**config.mk**
```make
export PLATFORM = sky130hd
export DESIGN_NAME = uart_tx_arbiter
export DESIGN_NICKNAME = d
export VERILOG_FILES = /design/src/rtl/uart_tx_arbiter.sv
export SDC_FILE = /design/constraint.sdc
export NUM_CORES = 1
export LEC_CHECK = 0
export ABC_AREA = 1
export BUFFER_PORTS_ARGS = -buffer_cell sky130_fd_sc_hd__buf_4
export CAP_MARGIN = 10
export CORE_UTILIZATION = 43
export DETAILED_ROUTE_END_ITERATION = 7
export GPL_TIMING_DRIVEN = 1
export PLACE_DENSITY_LB_ADDON = 0.3
export SETUP_SLACK_MARGIN = 0.2
export SYNTH_ARGS = -nofsm -noshare
export SYNTH_HDL_FRONTEND = slang
export SYNTH_SLANG_ARGS = --single-unit
```
**constraint.sdc**
```tcl
create_clock -name clk -period 1.25 [get_ports clk]
set_input_delay 0 -clock clk [delete_from_list [all_inputs] [get_ports clk]]
set_output_delay 0 -clock clk [all_outputs]
set_load 0.01 [all_outputs]
```
**src/rtl/uart_tx_arbiter.sv**
```systemverilog
// -----------------------------------------------------------------------------
// uart_tx_arbiter
//
// Round-robin scheduler that lets two byte FIFOs share one uart_rtscts
// transmitter. A grant lasts up to BURST bytes while the other source is
// waiting. When the other source is idle, the current source keeps the line
// indefinitely.
//
// Optional feature (compile-time macro UART_ARB_HDR_EN):
//   defined   -> a header byte 0xF0|ch is sent before the first byte after
//                reset and before every byte that follows a change of source.
//   undefined -> the raw byte streams are interleaved with no markers.
//
// Parameters:
//   BURST      bytes per grant while the other source waits (1..255)
//
// Ports:
//   clk        block clock, shared with the UART
//   rst        asynchronous active-high reset
//   src_rdy    per-source FIFO not-empty
//   src_data0  source 0 FIFO head byte
//   src_data1  source 1 FIFO head byte
//   src_pop    per-source one-cycle pop pulse (registered)
//   tx_data    byte presented to the UART
//   tx_rdy     tx_data valid
//   tx_pop     UART has taken tx_data (one-cycle pulse)
//   cur_ch     currently granted source
//   busy       high in every state except IDLE
// -----------------------------------------------------------------------------
module uart_tx_arbiter #(
   parameter int unsigned BURST = 16
) (
   input  logic       clk,
   input  logic       rst,
   input  logic [1:0] src_rdy,
   input  logic [7:0] src_data0,
   input  logic [7:0] src_data1,
   output logic [1:0] src_pop,
   output logic [7:0] tx_data,
   output logic       tx_rdy,
   input  logic       tx_pop,
   output logic       cur_ch,
   output logic       busy
);

`ifdef UART_ARB_HDR_EN
   localparam bit HDR_EN = 1'b1;
`else
   localparam bit HDR_EN = 1'b0;
`endif

   localparam logic [7:0] BURST_LIM = 8'(BURST);

   typedef enum logic [1:0] {
      ST_IDLE,
      ST_HDR,
      ST_DATA,
      ST_POP
   } state_e;

   state_e     state_q;
   logic       cur_ch_q;
   logic       last_ch_q;
   logic       last_vld_q;
   logic [7:0] burst_cnt_q;
   logic [1:0] src_pop_q;

   // Grant decision evaluated while in IDLE.
   logic grant;
   logic nxt_ch_d;
   logic clr_cnt;
   logic hdr_need;

   // NOTE: every signal written in an always_comb gets a default first, so no
   // path leaves it unassigned and no latch is inferred.
   always_comb begin
      grant    = 1'b0;
      nxt_ch_d = cur_ch_q;
      clr_cnt  = 1'b0;
      if ((burst_cnt_q < BURST_LIM) && src_rdy[cur_ch_q]) begin
         grant = 1'b1;
      end else if (src_rdy[~cur_ch_q]) begin
         grant    = 1'b1;
         nxt_ch_d = ~cur_ch_q;
         clr_cnt  = 1'b1;
      end else if (src_rdy[cur_ch_q]) begin
         // Burst used up but nobody is competing: restart the burst on the
         // same source. Source is unchanged, so no header follows.
         grant   = 1'b1;
         clr_cnt = 1'b1;
      end
      hdr_need = HDR_EN && (!last_vld_q || (last_ch_q != nxt_ch_d));
   end

   // NOTE: state registers use non-blocking assignments so every register
   // samples pre-edge values regardless of statement order.
   always_ff @(posedge clk or posedge rst) begin
      if (rst) begin
         state_q     <= ST_IDLE;
         cur_ch_q    <= 1'b0;
         last_ch_q   <= 1'b0;
         last_vld_q  <= 1'b0;
         burst_cnt_q <= 8'd0;
         src_pop_q   <= 2'b00;
      end else begin
         src_pop_q <= 2'b00;
         case (state_q)
            ST_IDLE: begin
               if (grant) begin
                  cur_ch_q <= nxt_ch_d;
                  if (clr_cnt) begin
                     burst_cnt_q <= 8'd0;
                  end
                  state_q <= hdr_need ? ST_HDR : ST_DATA;
               end
            end
`ifdef UART_ARB_HDR_EN
            ST_HDR: begin
               if (tx_pop) begin
                  last_ch_q  <= cur_ch_q;
                  last_vld_q <= 1'b1;
                  state_q    <= ST_DATA;
               end
            end
`endif
            ST_DATA: begin
               // Losing src_rdy wins over tx_pop: tx_rdy is already low then,
               // so the UART cannot have taken the byte.
               if (!src_rdy[cur_ch_q]) begin
                  state_q <= ST_IDLE;
               end else if (tx_pop) begin
                  state_q   <= ST_POP;
                  src_pop_q <= cur_ch_q ? 2'b10 : 2'b01;
                  if (!HDR_EN) begin
                     last_ch_q  <= cur_ch_q;
                     last_vld_q <= 1'b1;
                  end
               end
            end
            ST_POP: begin
               if (burst_cnt_q != 8'hFF) begin
                  burst_cnt_q <= burst_cnt_q + 8'd1;
               end
               // IDLE re-samples src_rdy one cycle after the FIFO pop edge.
               state_q <= ST_IDLE;
            end
            default: state_q <= ST_IDLE;
         endcase
      end
   end

   // tx_rdy/tx_data follow src_rdy combinationally in DATA so a FIFO that
   // empties withdraws the byte in the same cycle.
   always_comb begin
      tx_rdy  = 1'b0;
      tx_data = 8'h00;
      case (state_q)
`ifdef UART_ARB_HDR_EN
         ST_HDR: begin
            tx_rdy  = 1'b1;
            tx_data = {7'b1111_000, cur_ch_q};
         end
`endif
         ST_DATA: begin
            tx_rdy  = src_rdy[cur_ch_q];
            tx_data = cur_ch_q ? src_data1 : src_data0;
         end
         default: ;
      endcase
   end

   assign src_pop = src_pop_q;
   assign cur_ch  = cur_ch_q;
   assign busy    = (state_q != ST_IDLE);

endmodule

```
==> results.cfg, run 1 <==
[die]
die_area_um2 = 2290
coreArea_um2 = 1960
die_h_um = 47.8
start_util = 0.460
ios = 34
rows = 16
fp.dieW_um = 47.8

[placement]
dp_hpwl_um = 1840
io_buffers = 33
place_congestion = 0.923

[global_route]
antenna_found_initial = 0
grt_max_degree = 14
groute.usage.overall = 0.280
grt_pass1_wl_um = 4350
grt-ovfl-total = 0
grt_pass1_vias = 1019

[synth]
synth.cell_area_um2 = 902
synth_area_per_cell_um2 = 6.40
seq_area_frac_synth = 0.361
syn-num-nets = 163
ys_types = 21
ys_ff_latch = 13
yosys_warnings = 0
syn_inst = 141

[sta]
grt_setup_unrepaired = yes
tightest_slew_ns = 0.527
fin_hold_ws_ns = 0.105
finalHoldViolCount = 0
final_max_slew_viol_count = 0
clock_skew_ns = 0.00440
fmax_ghz = 0.697
setup_slack_ns = -0.185
fin_crit_sh = 1.15
setup_viol = 19
layout_min_cycle_time_ns = 1.43
max_slew_margin = 0.648

[clocking]
clock-root-buffer = clkbuf_4
insertion_delay_ns = 0.29
cts_tree = yes
htree_levels = 1
cts.clk_slew.worst_paths_ns = 0.09
cts-buffers-inserted = 3
cts_num_sinks = 13
clock_tree.buffer_depth = 2

[route]
viasPerCell = 5.32
wl_per_cell_um = 14.5
drt_first_iter_violations = 41
ant_nets = 0
firstDrtPassIters = 4
num_vias = 1170
drc = 0
drt-total-wl_um = 3180

[setup_path]
cpMaxStageDelayCell = dfrtp_1
arrival_ns = 1.43
crit_required_ns = 1.25
worstSetupPathType = reg -> out
slowest_delay_ns = 0.45
crit_path_start_kind = register
r2r_slack_ns = -0.09
worstSetupEndpointType = primary output
critical_path.cell_chain = inv_1 -> nor2_4 -> inv_4 -> a21oi_1 -> buf_4
critPathMaxFanout = 11

[status]
violations = negative setup slack
outcome = finished with violations

[final_layout]
final_cell_mix = nand2_1 (46), buf_4 (42), inv_1 (12)
area_delta_synth_final_pct = 69.9
drive_above_1_share = 0.446
fin_nets = 216
mostFrequentLayoutCell = nand2_1
nFillCells = 136
utilization = 0.781
antenna_cells = 0

[power]
power.density_nw_per_um2 = 1810
leakage_nw = 0.790
ir_drop_mv = 1.84

[job]
max_cap_violations = 0

[min_path]
hp-class = in -> reg
## cells in the mapped netlist
cell type,n,share of area
a31oi_1,1,0.0069
inv_1,16,0.067
nand2_2,3,0.021
clkbuf_1,2,0.0083
nor4_1,1,0.0069
nor3b_1,1,0.0083
nor2_1,15,0.062
nor3_1,2,0.011
ha_1,1,0.014
nand2_1,51,0.21
nand3_4,1,0.019
clkinv_1,2,0.0083
nand4_1,3,0.021
dfrtp_1,13,0.36
o21ai_0,2,0.011
a21oi_1,10,0.055
nand3_1,12,0.067
nand2_4,1,0.012
or2_2,1,0.0069
o21ai_1,2,0.011
xor2_1,1,0.0097
## logic make-up after synthesis
| group | after synthesis | share of synthesized area |
|---|---|---|
| compound gates | 15 | 0.0846 |
| flops | 13 | 0.361 |
| simple gates | 91 | 0.448 |
| buf+inv | 20 | 0.0832 |
| xor+xnor | 1 | 0.00971 |
| fa+ha+maj | 1 | 0.0139 |
## layer usage
layer,vias up,track usage,share of wire
met5,-,0,0
met2,57,0.495,0.53
li1,556,-,-
met3,10,0.0717,0.067
met4,0,0.0944,0.025
met1,547,0.326,0.38
## cell type report
class,count,area (µm²),area share
clock buffer,4,26.3,0.0171
inverter,18,87.6,0.0571
multi-input combinational,109,662,0.432
sequential,13,328,0.214
tap,27,33.8,0.0220
timing repair buffer,49,395,0.258
## stage by stage
step	TNS (ns)	setup WS [ns]	total power [mW]	std cells	instance area [µm²]
final	-1.12	-0.185	2.78	220	1530
after floorplan	0	0.0227	1.30	141	927
after global routing	-2.24	-0.263	2.94	220	1530
after CTS	-0.114	-0.0301	2.48	217	1440
after global placement	0	0.0370	1.78	204	1240
after detailed placement	-0.00909	-0.00909	1.81	204	1240
## what timing repair did
item	in CTS	in global routing
pin swaps	10	1
gates cloned	1	0
hold endpoints to repair	16	0
hold buffers	2	0
buffers inserted	6	3
endpoints found under the setup margin	22	23
gates resized for setup	26	17
## flip-flops by register name, summed over array words and instances, names as in the netlist
name	cells
src_pop	2
burst_cnt_q	8
cur_ch	1
state_q	2
## critical path, delay by kind of cell, from the launching register on
kind                   cells  cell delay [ns]
AOI/OAI and AO/OA          1             0.19
and+or+nand+nor            1             0.13
buffers and inverters      3             0.37
DFF                        1             0.45
## path summary, 6_finish.rpt
path | from | to | cells after the start
worst max-delay path | state_q[1] | tx_data[4] | 5
worst min register to register | burst_cnt_q[7] | burst_cnt_q[7] | 2
worst max register to register | cur_ch | burst_cnt_q[5] | 9
max in group asynchronous | rst | cur_ch | 3
worst min-delay path | src_rdy[1] | src_pop[1] | 4
min in group asynchronous | rst | src_pop[0] | 3
## report_power, final
part	switching [mW]	total (mW)	internal, mW
clock network	0.154	0.278	0.124
logic	1.07	1.92	0.846
registers	0.0868	0.584	0.497
total	1.31	2.78	1.47
Power figures use the tool's default switching activity.
==> run 2: changes to the inputs <==
Settings changed: REMOVE_ABC_BUFFERS set to 1.
==> results.cfg, run 2 (synthesis gave the netlist of run 1 again) <==
[route]
met3WireLength_um = 297
drt-total-wl_um = 3780
m1WireLength_um = 1330
viasPerCell = 5.72
wl_met2_um = 2000
top_layer = met4
firstDrtPassIters = 4
drc = 0
wl_per_cell_um = 16.6
num_vias = 1304
drt_first_iter_violations = 56
ant_nets = 0

[power]
leakage_nw = 0.854
ir_drop_mv = 1.57
power.density_nw_per_um2 = 1830

[global_route]
grt_pass1_vias = 1096
antenna_found_initial = 0
grt_pass1_wl_um = 4350
grt-ovfl-total = 0
grt_max_degree = 14
groute.usage.overall = 0.271

[setup_path]
critPathCapture = tx_data[6]
r2r_slack_ns = -0.12
r2r-end = burst_cnt_q[6]
worstSetupEndpointType = primary output
r2r_cells = 7
worstSetupPathType = reg -> out
critPathMaxFanout = 8
crit_required_ns = 1.25
crit_path_start_kind = register
crit_path_start = cur_ch
arrival_ns = 1.43
reg2reg_from = cur_ch

[final_layout]
antenna_cells = 0
largest_reg_flops = 8
mostFrequentLayoutCell = buf_4
utilization = 0.840
final_cell_mix = buf_4 (50), nand2_1 (35), inv_1 (13), nand2_2 (13), dfrtp_1 (12)
fin_nets = 224
fin_cells = 228
largest-register = burst_cnt_q
drive_above_1_share = 0.562
nFillCells = 124
area_delta_synth_final_pct = 82.7

[sta]
fmax_ghz = 0.702
fin_crit_sh = 1.14
finalHoldViolCount = 0
grt_setup_unrepaired = yes
max_slew_margin = 0.666
setup_viol = 19
tightest_slew_ns = 0.501
final_max_slew_viol_count = 0
layout_min_cycle_time_ns = 1.43
setup_slack_ns = -0.175
clock_skew_ns = 0.00749
finalSetupTns_ns = -1.90

[status]
outcome = finished with violations
violations = negative setup slack

[clocking]
cts_tree = yes
clock-root-buffer = clkbuf_4
clock_tree.buffer_depth = 2
cts-buffers-inserted = 3
htree_levels = 1
cts_num_sinks = 13
insertion_delay_ns = 0.28
cts.clk_slew.worst_paths_ns = 0.09

[die]
ios = 34
coreArea_um2 = 1960
die_h_um = 47.8
die_area_um2 = 2290
fp.dieW_um = 47.8
start_util = 0.460
rows = 16

[placement]
io_buffers = 33
dp_cells = 213
dp_hpwl_um = 1900
place_congestion = 0.942

[min_path]
hp-class = in -> reg

[job]
max_cap_violations = 0
## run 2: changes by cell type in the layout (fill, tap and decap cells not counted), moves of 3 or more
| cell | previous run | this run |
|---|---|---|
| o21ai_2 | 0 | 3 |
| nand3_1 | 11 | 7 |
| nand2_4 | 3 | 6 |
| nand2_2 | 5 | 13 |
| nand2_1 | 46 | 35 |
| buf_4 | 42 | 50 |
| nand3_2 | 2 | 5 |
## run 2: worst min path at each step
stage            from              to  slack, ns  cells after the start
2_1_floorplan     rst  burst_cnt_q[0]      -0.12                      1
3_3_place_gp      rst      src_pop[0]       0.06                      2
3_5_place_dp      rst      src_pop[0]       0.06                      2
4_1_cts        tx_pop      state_q[0]      0.002                      3
5_1_grt        tx_pop      src_pop[0]       0.05                      3
6_report       tx_pop      src_pop[0]       0.05                      3
## run 2: repair_timing
action                                  in CTS  in global routing
buffers inserted                             5                  3
endpoints found under the hold margin       13                  0
hold buffers                                 1                  0
endpoints found under the setup margin      24                 22
pin swaps                                    9                 10
cloned                                       2                  0
gates resized for setup                     37                 35
## run 2: layer usage
metal  vias to the layer above  GRT usage
met2                        90      0.511
met4                         0      0.133
met5                         -          0
met1                       620      0.289
met3                        21     0.0415
li1                        573          -
## run 2: power breakdown
group | switching [mW] | internal (mW) | total (mW) | leakage, nW
clock network | 0.147 | 0.119 | 0.266 | 0.0177
logic | 1.21 | 0.942 | 2.15 | 0.661
registers | 0.100 | 0.495 | 0.595 | 0.175
## run 2: per-stage QoR
stage	hold slack (ns)	area [µm²]	power [mW]	worst slack, ns
3_5_place_dp	0.0576	1280	1.87	-0.152
3_3_place_gp	0.0608	1280	1.81	-0.0589
6_report	0.0504	1650	3.01	-0.175
4_1_cts	0.00195	1500	2.52	-0.0370
5_1_grt	0.0530	1650	3.17	-0.228
2_1_floorplan	-0.123	895	1.24	-0.113
## run 2: final cells by class
| cell class | count | area [µm²] | area share |
|---|---|---|---|
| clock inverters | 1 | 5.00 | 0.00304 |
| flip-flops and latches | 13 | 327 | 0.198 |
| multi-input cells | 109 | 711 | 0.431 |
| repair inverters | 1 | 16.3 | 0.00987 |
| clock buffers | 3 | 22.5 | 0.0137 |
| well taps | 27 | 33.8 | 0.0205 |
| inverters | 18 | 82.6 | 0.0501 |
| repair buffers | 56 | 450 | 0.273 |
## run 2: critical path, cell delays in order, from the launching register on
cell,delay (ns)
dfrtp_2,0.51
buf_12,0.19
clkinv_8,0.06
nand2_2,0.06
a21oi_2,0.18
buf_4,0.15
